[config.mk]
export PLATFORM = sky130hd
export DESIGN_NAME = layer_sequencer
export DESIGN_NICKNAME = d
export VERILOG_FILES = /design/src/rtl/cnn_ctrl_pkg.sv /design/src/rtl/nest_cnt.sv /design/src/rtl/layer_sequencer.sv
export SDC_FILE = /design/constraint.sdc
export NUM_CORES = 1
export LEC_CHECK = 0
export CAP_MARGIN = 15
export CORE_MARGIN = 2
export CORE_UTILIZATION = 55
export DETAILED_ROUTE_END_ITERATION = 6
export GPL_TIMING_DRIVEN = 0
export HOLD_SLACK_MARGIN = 0.03
export PLACE_DENSITY = 0.93
export SYNTH_ARGS = -nofsm -noshare
export SYNTH_HDL_FRONTEND = slang
export SYNTH_SLANG_ARGS = --single-unit
export TNS_END_PERCENT = 10
[constraint.sdc]
create_clock -name clk -period 5.5 [get_ports clk]
set_input_delay 1.65 -clock clk [delete_from_list [all_inputs] [get_ports clk]]
set_output_delay 1.65 -clock clk [all_outputs]
set_load 0.01 [all_outputs]
[src/rtl/cnn_ctrl_pkg.sv]
// Shared CNN control definitions: layer state codes, unit phases and index widths.
// The state codes are also decoded by the BRAM enable controller, so keep them stable.
package cnn_ctrl_pkg;

  localparam int STATE_W = 4;
  localparam int LOOP_W  = 2;
  localparam int FILT_W  = 4;
  localparam int POOL_W  = 3;

  typedef enum logic [STATE_W-1:0] {
    RESET     = 4'd0,
    IDLE      = 4'd1,
    CONV1_1   = 4'd2,
    CONV1_2   = 4'd3,
    AVG_POOL1 = 4'd4,
    CONV2_1   = 4'd5,
    CONV2_2   = 4'd6,
    AVG_POOL2 = 4'd7,
    CONV3_1   = 4'd8,
    CONV3_2   = 4'd9,
    AVG_POOL3 = 4'd10,
    FC        = 4'd11,
    JUDGE     = 4'd12
  } layer_t;

  typedef enum logic [1:0] {
    SETUP = 2'd0,
    GO    = 2'd1,
    WAIT  = 2'd2
  } phase_t;

  function automatic layer_t next_layer(input layer_t s);
    layer_t n;
    case (s)
      CONV1_1:   n = CONV1_2;
      CONV1_2:   n = AVG_POOL1;
      AVG_POOL1: n = CONV2_1;
      CONV2_1:   n = CONV2_2;
      CONV2_2:   n = AVG_POOL2;
      AVG_POOL2: n = CONV3_1;
      CONV3_1:   n = CONV3_2;
      CONV3_2:   n = AVG_POOL3;
      AVG_POOL3: n = FC;
      FC:        n = JUDGE;
      default:   n = IDLE;
    endcase
    return n;
  endfunction

  function automatic logic is_conv(input layer_t s);
    return (s == CONV1_1) || (s == CONV1_2) || (s == CONV2_1) ||
           (s == CONV2_2) || (s == CONV3_1) || (s == CONV3_2);
  endfunction

  function automatic logic is_pool(input layer_t s);
    return (s == AVG_POOL1) || (s == AVG_POOL2) || (s == AVG_POOL3);
  endfunction

  function automatic logic is_work(input layer_t s);
    return (s >= CONV1_1) && (s <= JUDGE);
  endfunction

endpackage

[src/rtl/nest_cnt.sv]
// Two-level wrapping counter: inner steps 0..inner_max, outer advances on each inner wrap.
// last flags the final unit so the caller can advance layers on the same step.
module nest_cnt #(
  parameter int IW = 4,
  parameter int OW = 2
) (
  input  logic          clk,
  input  logic          rst_n,
  input  logic          step,
  input  logic          clr,
  input  logic [IW-1:0] inner_max,
  input  logic [OW-1:0] outer_max,
  output logic [IW-1:0] inner,
  output logic [OW-1:0] outer,
  output logic          last
);

  logic inner_wrap;
  logic outer_wrap;

  // >= rather than == so a stale count can never run past the active limit
  assign inner_wrap = (inner >= inner_max);
  assign outer_wrap = (outer >= outer_max);
  assign last       = inner_wrap && outer_wrap;

  always_ff @(posedge clk or negedge rst_n) begin
    if (!rst_n) begin
      inner <= '0;
      outer <= '0;
    end else if (clr) begin
      inner <= '0;
      outer <= '0;
    end else if (step) begin
      if (inner_wrap) begin
        inner <= '0;
        outer <= outer_wrap ? '0 : outer + 1'b1;
      end else begin
        inner <= inner + 1'b1;
      end
    end
  end

endmodule

[src/rtl/layer_sequencer.sv]
// Frame scheduler: walks CONV1_1 .. JUDGE, issuing one go per work unit and waiting for unit_done.
// Each unit runs SETUP -> GO -> WAIT so the BRAM enables settle one cycle before go.
module layer_sequencer
  import cnn_ctrl_pkg::*;
#(
  parameter int C1_FILT  = 6,
  parameter int C1_LOOP  = 2,
  parameter int C2_FILT  = 16,
  parameter int C2_LOOP  = 4,
  parameter int C3_FILT  = 16,
  parameter int C3_LOOP  = 4,
  parameter int P1_LOOP  = 3,
  parameter int P23_LOOP = 5
) (
  input  logic              clk,
  input  logic              rst_n,
  input  logic              start,
  input  logic              abort,
  input  logic              unit_done,
  output logic [STATE_W-1:0] state,
  output logic [LOOP_W-1:0]  current_loop,
  output logic [FILT_W-1:0]  current_filter,
  output logic [POOL_W-1:0]  Pool_loop,
  output logic              go,
  output logic              busy,
  output logic              frame_done,
  output logic              err_spurious
);

  if (C1_FILT < 1 || C1_FILT > 16 || C1_LOOP < 1 || C1_LOOP > 4) begin : g_c1_range
    $error("layer_sequencer: CONV1 filter/loop count out of range");
  end
  if (C2_FILT < 1 || C2_FILT > 16 || C2_LOOP < 1 || C2_LOOP > 4) begin : g_c2_range
    $error("layer_sequencer: CONV2 filter/loop count out of range");
  end
  if (C3_FILT < 1 || C3_FILT > 16 || C3_LOOP < 1 || C3_LOOP > 4) begin : g_c3_range
    $error("layer_sequencer: CONV3 filter/loop count out of range");
  end
  if (P1_LOOP < 1 || P1_LOOP > 8 || P23_LOOP < 1 || P23_LOOP > 8) begin : g_pool_range
    $error("layer_sequencer: pool unit count out of range");
  end

  localparam logic [FILT_W-1:0] C1_FMAX  = FILT_W'(C1_FILT - 1);
  localparam logic [LOOP_W-1:0] C1_LMAX  = LOOP_W'(C1_LOOP - 1);
  localparam logic [FILT_W-1:0] C2_FMAX  = FILT_W'(C2_FILT - 1);
  localparam logic [LOOP_W-1:0] C2_LMAX  = LOOP_W'(C2_LOOP - 1);
  localparam logic [FILT_W-1:0] C3_FMAX  = FILT_W'(C3_FILT - 1);
  localparam logic [LOOP_W-1:0] C3_LMAX  = LOOP_W'(C3_LOOP - 1);
  localparam logic [FILT_W-1:0] P1_MAX   = FILT_W'(P1_LOOP - 1);
  localparam logic [FILT_W-1:0] P23_MAX  = FILT_W'(P23_LOOP - 1);

  layer_t state_reg;
  phase_t phase_reg;
  logic   go_reg;
  logic   busy_reg;
  logic   frame_done_reg;
  logic   err_reg;

  logic [FILT_W-1:0] inner_max;
  logic [LOOP_W-1:0] outer_max;
  logic [FILT_W-1:0] cnt_inner;
  logic [LOOP_W-1:0] cnt_outer;
  logic              cnt_last;
  logic              cnt_step;
  logic              cnt_clr;
  logic              in_wait;
  logic              spurious;
  logic              start_ok;

  assign in_wait  = is_work(state_reg) && (phase_reg == WAIT);
  // unit_done anywhere but WAIT (including the go cycle) is flagged and never sequenced
  assign spurious = unit_done && !in_wait;
  assign start_ok = start && !abort && (state_reg == IDLE);
  assign cnt_step = unit_done && in_wait && !abort;
  assign cnt_clr  = abort || (state_reg == IDLE);

  // Per-layer limits; pool, FC and JUDGE use only the inner level
  always_comb begin
    inner_max = '0;
    outer_max = '0;
    case (state_reg)
      CONV1_1, CONV1_2: begin
        inner_max = C1_FMAX;
        outer_max = C1_LMAX;
      end
      CONV2_1, CONV2_2: begin
        inner_max = C2_FMAX;
        outer_max = C2_LMAX;
      end
      CONV3_1, CONV3_2: begin
        inner_max = C3_FMAX;
        outer_max = C3_LMAX;
      end
      AVG_POOL1:            inner_max = P1_MAX;
      AVG_POOL2, AVG_POOL3: inner_max = P23_MAX;
      default: begin
        inner_max = '0;
        outer_max = '0;
      end
    endcase
  end

  nest_cnt #(
    .IW(FILT_W),
    .OW(LOOP_W)
  ) u_cnt (
    .clk       (clk),
    .rst_n     (rst_n),
    .step      (cnt_step),
    .clr       (cnt_clr),
    .inner_max (inner_max),
    .outer_max (outer_max),
    .inner     (cnt_inner),
    .outer     (cnt_outer),
    .last      (cnt_last)
  );

  always_ff @(posedge clk or negedge rst_n) begin
    if (!rst_n) begin
      state_reg      <= RESET;
      phase_reg      <= SETUP;
      go_reg         <= 1'b0;
      busy_reg       <= 1'b0;
      frame_done_reg <= 1'b0;
      err_reg        <= 1'b0;
    end else begin
      go_reg         <= 1'b0;
      frame_done_reg <= 1'b0;
      if (spurious) begin
        err_reg <= 1'b1;
      end else if (start_ok) begin
        err_reg <= 1'b0;
      end

      if (abort) begin
        state_reg <= IDLE;
        phase_reg <= SETUP;
        busy_reg  <= 1'b0;
      end else begin
        case (state_reg)
          RESET: begin
            state_reg <= IDLE;
            busy_reg  <= 1'b0;
          end
          IDLE: begin
            if (start) begin
              state_reg <= CONV1_1;
              phase_reg <= SETUP;
              busy_reg  <= 1'b1;
            end
          end
          default: begin
            if (!is_work(state_reg)) begin
              state_reg <= IDLE;
              phase_reg <= SETUP;
              busy_reg  <= 1'b0;
            end else begin
              case (phase_reg)
                SETUP: begin
                  phase_reg <= GO;
                  go_reg    <= 1'b1;
                end
                GO: phase_reg <= WAIT;
                WAIT: begin
                  if (unit_done) begin
                    phase_reg <= SETUP;
                    if (cnt_last) begin
                      state_reg <= next_layer(state_reg);
                      if (state_reg == JUDGE) begin
                        busy_reg       <= 1'b0;
                        frame_done_reg <= 1'b1;
                      end
                    end
                  end
                end
                default: phase_reg <= SETUP;
              endcase
            end
          end
        endcase
      end
    end
  end

  assign state          = state_reg;
  assign current_filter = is_conv(state_reg) ? cnt_inner : '0;
  assign current_loop   = is_conv(state_reg) ? cnt_outer : '0;
  assign Pool_loop      = is_pool(state_reg) ? cnt_inner[POOL_W-1:0] : '0;
  assign go             = go_reg;
  assign busy           = busy_reg;
  assign frame_done     = frame_done_reg;
  assign err_spurious   = err_reg;

endmodule
* After elaboration in Yosys (flattened, before gate mapping)
Memories as Yosys holds them, arrays and structs flattened.
Index checks and enable logic that the tools add are counted.
** Word-level totals
- Register bits :: 16
- Memory bits (read-only) :: 64
- Bits of input ports :: 5
- Memories kept :: 1
** Cells by class
- Add/subtract/negate cells :: 2
- Order comparisons :: 4
- Equal/unequal tests :: 20
- Mux-type cells :: 46
- Reduce and logical (&&, ||, !) cells :: 31
** Memories
- (name not given) :: words 16, bits a word 4, rd ports 1, clocked after Yosys merged registers in 0, wr ports 0, line cnn_ctrl_pkg.sv:34 : case (s)
** Operators by type and width (count)
- 2-to-1 mux 4 bit :: 10
- 2-to-1 mux 1 bit :: 20
- 2-to-1 mux 2 bit :: 9
- == test 4 x 3 -> 1 bit, second input constant :: 4
- == test 4 bit, second input constant :: 4
- one-hot mux 4 bit (4 select lines) :: 1
- != test 5 x 2 -> 1 bit, second input constant :: 2
- != test 5 x 3 -> 1 bit, second input constant :: 2
- == test 4 x 2 -> 1 bit, second input constant :: 2
- logical AND 1 bit :: 8
- logical OR 1 bit :: 8
- one-hot mux 2 bit (2 select lines) :: 2
- one-hot mux 4 bit (2 select lines) :: 1
- one-hot mux 2 bit (3 select lines) :: 1
- nonzero test 2 bit :: 3
- OR reduction 2 bit :: 3
- != test 5 x 4 -> 1 bit, second input constant :: 1
- AND reduction 5 bit :: 1
- adder 4 x 1 -> 4 bit, second input constant :: 1
- == test 4 x 1 -> 1 bit, second input constant :: 1
- greater-or-equal comparator 4 x 2 -> 1 bit, second input constant :: 1
- greater-or-equal comparator 4 bit :: 1
- <= comparator 4 bit, second input constant :: 1
- logical NOT 4 bit :: 1
- 14 further kinds :: 15

* Logic depth before layout (Yosys ltp)
- Depth after elaboration :: 11
- Gate-level depth with buffers :: 13
- Gate-level depth less buffers :: 12

* Modules after synthesis
From an unflattened synthesis, not the netlist that was laid out.
** Second synthesis, totals
- Cell total of the unflattened synthesis :: 158
- Area total of the unflattened synthesis :: 1392.6 um^2
** By module, submodules not included
- layer_sequencer :: times used 1, cells an instance 99, area an instance 853.3 um^2, sequential area each 250.2 um^2
- nest_cnt :: times used 1, cells an instance 59, area an instance 539.3 um^2, sequential area each 150.1 um^2

* Least setup slack after synthesis
No wires, ideal clock.
- Path kind :: reg2out
- Start :: register state_reg[1], in the netlist state[1]
- End :: output current_filter[1]
- Arrival :: 1554 ps
- Data required time :: 3850 ps
- Path slack :: 2296 ps
- Stages on the path, launching flop included :: 8
- Buffers on the path :: 1
- Path through :: dfrtp_1 inv_1 ha_1 buf_2 nor2_1 o22ai_1 nor2_1 nor2b_1
** On the way
- Word-level cells in the longest chain between the ends :: 7
- Elaborated cells on any way between the ends :: 12
- Those cells by class :: eq/ne: 6; mux: 1; reduce/logical: 5
** Ends and longest elaborated chain
- from (decl) :: line layer_sequencer.sv:52 : layer_t state_reg;
- from (signal assigned) :: line layer_sequencer.sv:168 : state_reg <= next_layer(state_reg);
- == test 4 x 2 -> 1 bit :: line cnn_ctrl_pkg.sv:51 : return (s == CONV1_1) || (s == CONV1_2) || (s == CONV2_1) ||
- logical OR 1 bit (3 in series) :: line cnn_ctrl_pkg.sv:51
- logical OR 1 bit :: line cnn_ctrl_pkg.sv:52 : (s == CONV2_2) || (s == CONV3_1) || (s == CONV3_2);
- logical OR 1 bit * :: line cnn_ctrl_pkg.sv:52
- 2-to-1 mux 4 bit * :: line layer_sequencer.sv:186 : assign current_filter = is_conv(state_reg) ? cnt_inner : '0;
- to (decl) :: line layer_sequencer.sv:22 : output logic [FILT_W-1:0] current_filter,
Mark *: on every way between the ends. The rest lies on a longest branch, timed or not.

* Worst setup path in the final report
- Start :: register state_reg[1], in the netlist state[1]
- End :: output current_loop[0]
** On the way
- Word-level cells in the longest chain between the ends :: 7
- Elaborated cells on any way between the ends :: 12
- Those cells by class :: eq/ne: 6; mux: 1; reduce/logical: 5
** Ends and longest elaborated chain
- == test 4 x 2 -> 1 bit :: line cnn_ctrl_pkg.sv:51
- logical OR 1 bit (3 in series) :: line cnn_ctrl_pkg.sv:51
- logical OR 1 bit :: line cnn_ctrl_pkg.sv:52
- logical OR 1 bit * :: line cnn_ctrl_pkg.sv:52
- 2-to-1 mux 2 bit * :: line layer_sequencer.sv:187 : assign current_loop = is_conv(state_reg) ? cnt_outer : '0;
- to (decl) :: line layer_sequencer.sv:21 : output logic [LOOP_W-1:0] current_loop,
Marks and branches as above.

==> results by group <==
Min path
  – Worst Hold Class: reg2reg

Clock tree
  – CTS Hold Bufs: 0
  – CTS Buf Count: 3
  – Worst skew pair latency: 0.30 ns
  – Clock transition at path regs: 0.10 ns
  – Root buf cell: clkbuf_4
  – Maximum clock path buffer count: 2
  – Cts repair resizes: 0
  – Htree depth: 1
  – CTS tree: yes
  – Clock sinks: 16
  – Post-CTS Setup Repair Bufs: 0

Synth
  – Post-synthesis register bit count: 16
  – Synthesized Nets: 174
  – Yosys cell types: 45
  – Async SR Flop Fraction: 100%
  – Mean Syn Cell Area: 8.42 sq um
  – Mapped Cells: 157
  – Compound-Gate Fraction of Synth Area: 22.4%
  – Post-Synth Simple-Gate Area: 26.9%
  – Multiplexer area fraction after synthesis: 2.65%
  – Post-Syn Area: 0.00132 sq mm
  – Register area share after synthesis: 30.3%
  – Largest family of logic cells by synthesized area: simple AND/OR/NAND/NOR gates
  – Post-synthesis adder-cell area fraction: 11.4%
  – Post-synth EDFFs: 0
  – Syn. warnings: 0
  – Xor and xnor area share after synthesis: 0%
  – Ys flop type: dfrtp_1

Finish
  – Nets@finish: 199
  – Reg area: 400 sq um
  – Fill cells: 166
  – Ant diodes: 0
  – Fin cells: 209
  – Fraction of layout cells with a size suffix above 1: 9.94%
  – Commonest non-fill, non-tap cell in the layout: clkdlybuf4s50_1
  – Multi-input gate area: 837 sq um
  – Most frequent cells in the layout: clkdlybuf4s50_1 (20), nor2_1 (18), dfrtp_1 (16), a21oi_1 (12), ha_1 (12)
  – Area grow syn2layout: 20.5%

GRT
  – Met1 usage: 33.2%
  – Vias in the first global route: 1,238
  – Met3 global-route usage: 3.11%
  – Global Route Usage Sum: 26.2%
  – First-pass GRT wire length: 5380 microns
  – Global route hottest layer: met2
  – Largest net degree at the start of global routing: 17
  – Routing usage on met2: 46.0%
  – Initial antenna violation count: 0
  – Global route overflow: 0

Worst setup path
  – CP Max Fanout: 9
  – CP Data Arrival Time: 2.57 ns
  – Startpoint Class: flip-flop
  – Endpoint class of the critical path: output port
  – Setup CP Type: reg2out
  – Critical path required time: 3.85 ns

Timing
  – Max Clk Rate: 0.237 GHz
  – Headroom to the max-slew limit: 50.7%
  – RSZ-0062 raised after global routing: no
  – Final setup vio count: 0
  – Max-slew violation count: 0
  – Min cycle time layout: 4.22 ns
  – Worst slew pin tran: 0.738 ns
  – Final hold violations: 0
  – Period utilization: 76.7%
  – Setup Skew: 0.00716 ns
  – Setup_tns: 0 ns

Floorplanning
  – Die X: 53.0 microns
  – I/O pin cnt: 22
  – Initial core utilization: 59.2%
  – Overall die area: 0.00281 sq mm
  – FP Rows: 17
  – Core area: 0.00223 sq mm
  – Die Y: 53.0 microns

Place
  – Port-buffer cells: 20
  – Post-DP HPWL: 2510 microns
  – Final weighted congestion in routability-driven placement: 0.901
  – DP Cell Count: 205

Route
  – Vias: 1,273
  – DRT iter0 DRCs: 37
  – Final wirelength: 3240 microns
  – Final ANT Viol Nets: 0
  – DR DRC count: 0
  – Wire per inst: 15.5 microns
  – 1st-pass router iterations: 4
  – Via density: 6.09

Flow run
  – # Max-Cap Violations: 0

Power
  – Pleak: 0.683 nW
  – Cell area power density: 322 mW/mm^2
  – Maximum VDD drop: 0.255 mV

Status
  – Status: finished, final reports clean
-- report_power, final --
part	total (W)	internal (W)	leakage (nW)	switching [W]
combinational	0.000278	0.000118	0.449	0.000160
sequential	0.000153	0.000133	0.213	0.0000201
clock	0.0000818	0.0000404	0.0210	0.0000414
total	0.000514	0.000292	0.683	0.000221
-- critical path, cell delays in order (launching register included) --
cell and delay [ns]:
dfrtp_1 0.49, inv_1 0.12, ha_1 0.19, buf_2 0.17
nor2_1 0.13, o22ai_1 0.15, nor2_1 0.43, nor2_1 0.10
clkdlybuf4s50_1 0.50
-- cells in the mapped netlist (all sizes together) (2+ instances only) --
| cell | n | area share, % |
|---|---|---|
| nor2b | 8 | 3.8 |
| inv | 11 | 3.1 |
| nand2b | 4 | 1.9 |
| a21o | 2 | 1.1 |
| nor2 | 20 | 6.1 |
| nand3 | 5 | 1.9 |
| dfrtp | 16 | 30 |
| a2bb2oi | 3 | 2.0 |
| a21oi | 12 | 4.5 |
| buf | 5 | 3.0 |
| nand4 | 2 | 0.95 |
| o21ai | 8 | 3.0 |
| nor4 | 2 | 0.95 |
| o21a | 4 | 2.3 |
| o22ai | 3 | 2.9 |
| or3 | 2 | 0.95 |
| or2 | 3 | 1.4 |
| mux2i | 2 | 1.5 |
| nor3 | 7 | 2.6 |
| and2 | 3 | 1.4 |
| ha | 12 | 11 |
| nand2 | 8 | 2.5 |
-- per-stage QoR --
| step | hold slack [ns] | util [%] | power (W) | setup WS, ns | area, sq um |
|---|---|---|---|---|---|
| after floorplan | 0.466 | - | 0.000347 | 2.30 | 1320 |
| after global placement | 0.488 | 69.7 | 0.000414 | 1.73 | 1560 |
| after detailed placement | 0.490 | 69.7 | 0.000427 | 1.65 | 1560 |
| after CTS | 0.512 | 71.4 | 0.000511 | 1.30 | 1590 |
| after global routing | 0.529 | 71.4 | 0.000553 | 1.09 | 1590 |
| final | 0.509 | 71.4 | 0.000514 | 1.28 | 1590 |
-- logic make-up after synthesis --
group           count (synthesis)
compound gates                 41
fa+ha+maj                      12
buf+inv                        17
flops                          16
mux                             3
simple gates                   68
-- final timing paths --
path	end	cells past startpoint	start	slack, ns
min in group asynchronous	state[1]	1	rst_n	1.78
max in group asynchronous	u_cnt.inner[3]	1	rst_n	3.25
setup / recovery	current_loop[0]	8	state[1]	1.28
hold / removal	busy	1	busy	0.51
setup reg to reg	state[0]	13	state[1]	2.15
hold reg to reg	busy	1	busy	0.51
-- final cells by class --
cell class                      count  area share (%)
Tap cell                           28            2.20
Clock buffer                        4            2.28
Multi-Input combinational cell    124            52.5
Inverter                           11            2.59
Timing Repair Buffer               20            12.6
Buffer                              6            2.75
Sequential cell                    16            25.1
-- layer usage --
metal	routed length, microns	vias to the layer above
met1	1410	611
met5	0	-
met3	173	7
met2	1620	47
met4	38	0
li1	-	608
Power figures use the tool's default switching activity.
==> patch 1, RTL diff (config.mk and constraints unchanged) <==
Register the outputs `current_loop`, `current_filter` and `Pool_loop`, without a reset; this adds one clock of latency there. The other outputs are not delayed to match.
--- a/src/rtl/layer_sequencer.sv
+++ b/src/rtl/layer_sequencer.sv
@@ -184,7 +184,9 @@
 
   assign state          = state_reg;
-  assign current_filter = is_conv(state_reg) ? cnt_inner : '0;
-  assign current_loop   = is_conv(state_reg) ? cnt_outer : '0;
-  assign Pool_loop      = is_pool(state_reg) ? cnt_inner[POOL_W-1:0] : '0;
+  always_ff @(posedge clk) begin
+    current_loop   <= is_conv(state_reg) ? cnt_outer : '0;
+    current_filter <= is_conv(state_reg) ? cnt_inner : '0;
+    Pool_loop      <= is_pool(state_reg) ? cnt_inner[POOL_W-1:0] : '0;
+  end
   assign go             = go_reg;
   assign busy           = busy_reg;
Formal check against the unedited RTL: not equivalent (a bounded check fails within 10 cycles, from zero or initial values and one cycle with rst_n low).
==> patch 1 against the original RTL <==
Sequential cell count increased by 9; largest power group unchanged; design area increased by 8.6%; combinational power decreased by 5%; worst setup slack improved by 0.40 ns; largest cell class unchanged; power increased by 11%; utilization decreased by 2.2 points; area after synthesis increased by 9.9%; routed wire length increased by 4.4%.
==> patch 1: results (changes against the original RTL) <==
metric;value;unit;change
r2r_start;state[0];;
grt_pass1_vias;1292;;+4.4%
grtUsageTotal;0.243;;-0.0189
synth_area_leaders;dfrtp_1 (28%), dfxtp_1 (12%), ha_1 (10%);;
path_max_fanout;7;;-2
final_layout_size_suffix_gt1_frac;0.0939;;-0.00552
grt_pass1_wl;5910;um;+9.7%
irDropWorstVdd;0.297;mV;+16%
fillers;183;;+10%
power.leakage;0.798;nW;+17%
synthCells;156;;-0.64%
slowest_stage;dfrtp_1;;
crit_family;compound AO/OA/AOI/OAI gates;;
vias;1275;;+0.16%
final.setup_skew;0.0117;ns;+0.00457 ns
synth_seq_area_share;0.399;;+0.0966
hold_path.startpoint;err_spurious;;
cp.arrival;4.05;ns;+1.48 ns
io_buffers;21;;+5.0%
worstSkewPairLatency;0.34;ns;+0.04 ns
gp_congestion;0.905;;+0.36%
drt-initial-drc-count;47;;+27%
avgRoutedWirePerCell;16.0;um;+3.5%
max_slew_margin;0.493;;-0.0141
critPathKind;reg2reg;;
hpwlAfterDp;2480;um;-1.1%
dp_cells;207;;+0.98%
ys_types;45;;unchanged
status;complete, no violations;;
syn-num-nets;173;;-0.57%
clk_pin_slew_worst_paths;0.13;ns;+0.03 ns
async_flop_share;0.640;;-0.360
wirelength;3380;um;+4.4%
[patch 1: path summary, 6_finish.rpt]
path,endpoint,slack (ns),cells after the start
worst max-delay path,state[1],1.68,14
worst min-delay path,err_spurious,0.53,1
worst max register to register,state[1],1.68,14
worst min register to register,err_spurious,0.53,1
max in group asynchronous,state[0],3.28,1
min in group asynchronous,state[2],1.74,1
[patch 1: report_power, final]
part / internal [mW] / switching, mW
sequential: 0.196 / 0.0208
combinational: 0.108 / 0.156
clock: 0.0284 / 0.0582
[patch 1: logic make-up (layout without fill, tap and decap cells)]
logic type                 Yosys count  in the layout  share of synthesized area
AOI/OAI and AO/OA                   39             39                      0.179
xor gates and xnor gates             1              1                    0.00603
adders and majority gates           12             12                      0.103
buffers and inverters               13             38                     0.0413
DFF                                 25             25                      0.399
muxes                                6              6                     0.0422
and+or+nand+nor                     60             60                      0.229
[patch 1: metal layers]
layer | vias up | part of all wire | global-route usage | wire (um)
met1 | 614 | 0.39 | 0.292 | 1320
li1 | 603 | - | - | -
met2 | 46 | 0.53 | 0.420 | 1810
met3 | 12 | 0.054 | 0.0585 | 184
met5 | - | 0 | 0 | 0
met4 | 0 | 0.022 | 0.0906 | 75
[patch 1: through the flow]
| step | setup slack, ns | hold WS [ns] | util | cell area (um2) | power, mW |
|---|---|---|---|---|---|
| 3_3_place_gp | 1.79 | 0.490 | 0.681 | 1700 | 0.459 |
| 3_5_place_dp | 1.73 | 0.491 | 0.681 | 1700 | 0.476 |
| 2_1_floorplan | 2.14 | 0.471 | - | 1450 | 0.396 |
| 4_1_cts | 1.70 | 0.526 | 0.692 | 1730 | 0.568 |
| 6_report | 1.68 | 0.530 | 0.692 | 1730 | 0.568 |
| 5_1_grt | 1.44 | 0.542 | 0.692 | 1730 | 0.611 |
[patch 1: cell type report]
class / count / area (um2) / area share
plain buffers: 5 / 30.0 / 0.0174
clock buffers: 3 / 22.5 / 0.0130
clock inverters: 1 / 6.26 / 0.00362
inverters: 8 / 30.0 / 0.0174
multi-input cells: 118 / 813 / 0.470
flip-flops and latches: 25 / 581 / 0.336
well taps: 30 / 37.5 / 0.0217
repair buffers: 21 / 210 / 0.121
==> patch 2, RTL diff (same settings) <==
Made on the original files. Change the parameter `C1_FILT` from 6 to 5.
--- a/src/rtl/layer_sequencer.sv
+++ b/src/rtl/layer_sequencer.sv
@@ -4,5 +4,5 @@
   import cnn_ctrl_pkg::*;
 #(
-  parameter int C1_FILT  = 6,
+  parameter int C1_FILT  = 5,
   parameter int C1_LOOP  = 2,
   parameter int C2_FILT  = 16,
Function: same outputs for any inputs over 10 cycles, from zero or initial values and one cycle with rst_n low; that may be too few to reach the edited logic, so the function may still have changed.
==> patch 2 against the original RTL <==
Area after synthesis fell by 2.9%; design area shrank 2.7%; critical path type unchanged; final cell count is 2.4% lower; sequential cell count stayed put; worst hold slack improved by 0.033 ns; routed wire length fell by 3.6%; worst setup slack worse by 0.33 ns; power fell by 5.4%.
==> patch 2: results (changes against the original RTL) <==
metric;value;unit;change
setup_slack;0.956;ns;-0.325 ns
p_sw;0.215;mW;-2.8%
dp_worst_setup_slack;1.35;ns;-0.296 ns
grt_util_met3;0.0371;;+0.00607
grt_pass1_wl;5400;um;+0.24%
synth_area_leaders;dfrtp_1 (31%), ha_1 (12%), nor2_1 (5.3%);;
grt_pass1_vias;1203;;-2.8%
first_pass_iters;6;;+2
fin_hold_ws;0.542;ns;+0.0331 ns
drt-initial-drc-count;44;;+19%
grt_use_met1;0.319;;-0.0126
avgSynthCellArea;8.45;um2;+0.26%
grtUsageTotal;0.262;;about the same
syn-num-nets;169;;-2.9%
tns;0;ns;unchanged
synthMuxAreaShare;0.0234;;-0.00310
path_max_fanout;10;;+1
power.leakage;0.657;nW;-3.7%
status;complete, no violations;;
die_area;2740;um2;-2.7%
avgRoutedWirePerCell;15.3;um;-1.2%
cts.repair.resized;0;;unchanged
hpwlAfterDp;2390;um;-4.7%
cp.arrival;2.89;ns;+0.32 ns
use_met2;0.471;;+0.0104
synthTopCellsByCount;nor2_1 (18), dfrtp_1 (16), ha_1 (12);;
final.setup_skew;0.00122;ns;-0.00594 ns
irDropWorstVdd;0.264;mV;+3.6%
rrSetupSlack;2.08;ns;-0.07 ns
synth-compound-area-share;0.224;;about the same
slowest_delay;0.55;ns;+0.05 ns
worst_pin_slew;0.743;ns;+0.00490 ns
final-instance-count-excl-fill;204;;-2.4%
fillers;190;;+14%
final_layout_size_suffix_gt1_frac;0.0625;;-0.0369
placed_area;1530;um2;-1.8%
vias;1252;;-1.6%
## patch 2: worst register-to-register path: stages, from the launching register on
cell and delay [ns]:
dfrtp_1 0.54, inv_1 0.11, ha_1 0.19, clkbuf_1 0.20
nor2_1 0.15, o22ai_1 0.21, nor2_1 0.44, inv_1 0.09
ha_1 0.28, nand2b_1 0.13, a21o_1 0.15, nand4_1 0.25
and2_4 0.24, o32a_1 0.32
## patch 2: final cells by class
class | instances | area (um2) | share of cell area
Tap cell | 28 | 35.0 | 0.0226
Clock buffer | 3 | 22.5 | 0.0145
Buffer | 3 | 12.5 | 0.00806
Sequential cell | 16 | 400 | 0.258
Timing Repair Buffer | 21 | 210 | 0.135
Multi-Input combinational cell | 122 | 830 | 0.535
Inverter | 11 | 41.3 | 0.0266
## patch 2: kinds of logic after synthesis
| family | count (synthesis) |
|---|---|
| buffers and inverters | 14 |
| adder cells (fa/ha/maj) | 12 |
| AND/OR/NAND/NOR | 67 |
| AO/OA/AOI/OAI | 40 |
| flip-flops | 16 |
| multiplexers | 3 |
## patch 2: power by group through the flow
stage	sequential, mW	combinational [mW]	clock (mW)
final	0.156	0.266	0.0634
after global routing	0.161	0.293	0.0687
after CTS	0.156	0.262	0.0633
after detailed placement	0.158	0.259	0
after global placement	0.156	0.244	0
after floorplan	0.159	0.176	0
## patch 2: worst min path at each step
stage                         to          from
floorplan                     go  phase_reg[0]
global placement    err_spurious  err_spurious
detailed placement            go  phase_reg[1]
CTS                           go  phase_reg[1]
global route                  go  phase_reg[1]
finish                        go  phase_reg[1]
## patch 2: routing by layer
layer	vias up	part of all wire
li1	594	-
met1	603	0.43
met2	49	0.50
met3	6	0.056
met4	0	0.013
met5	-	0
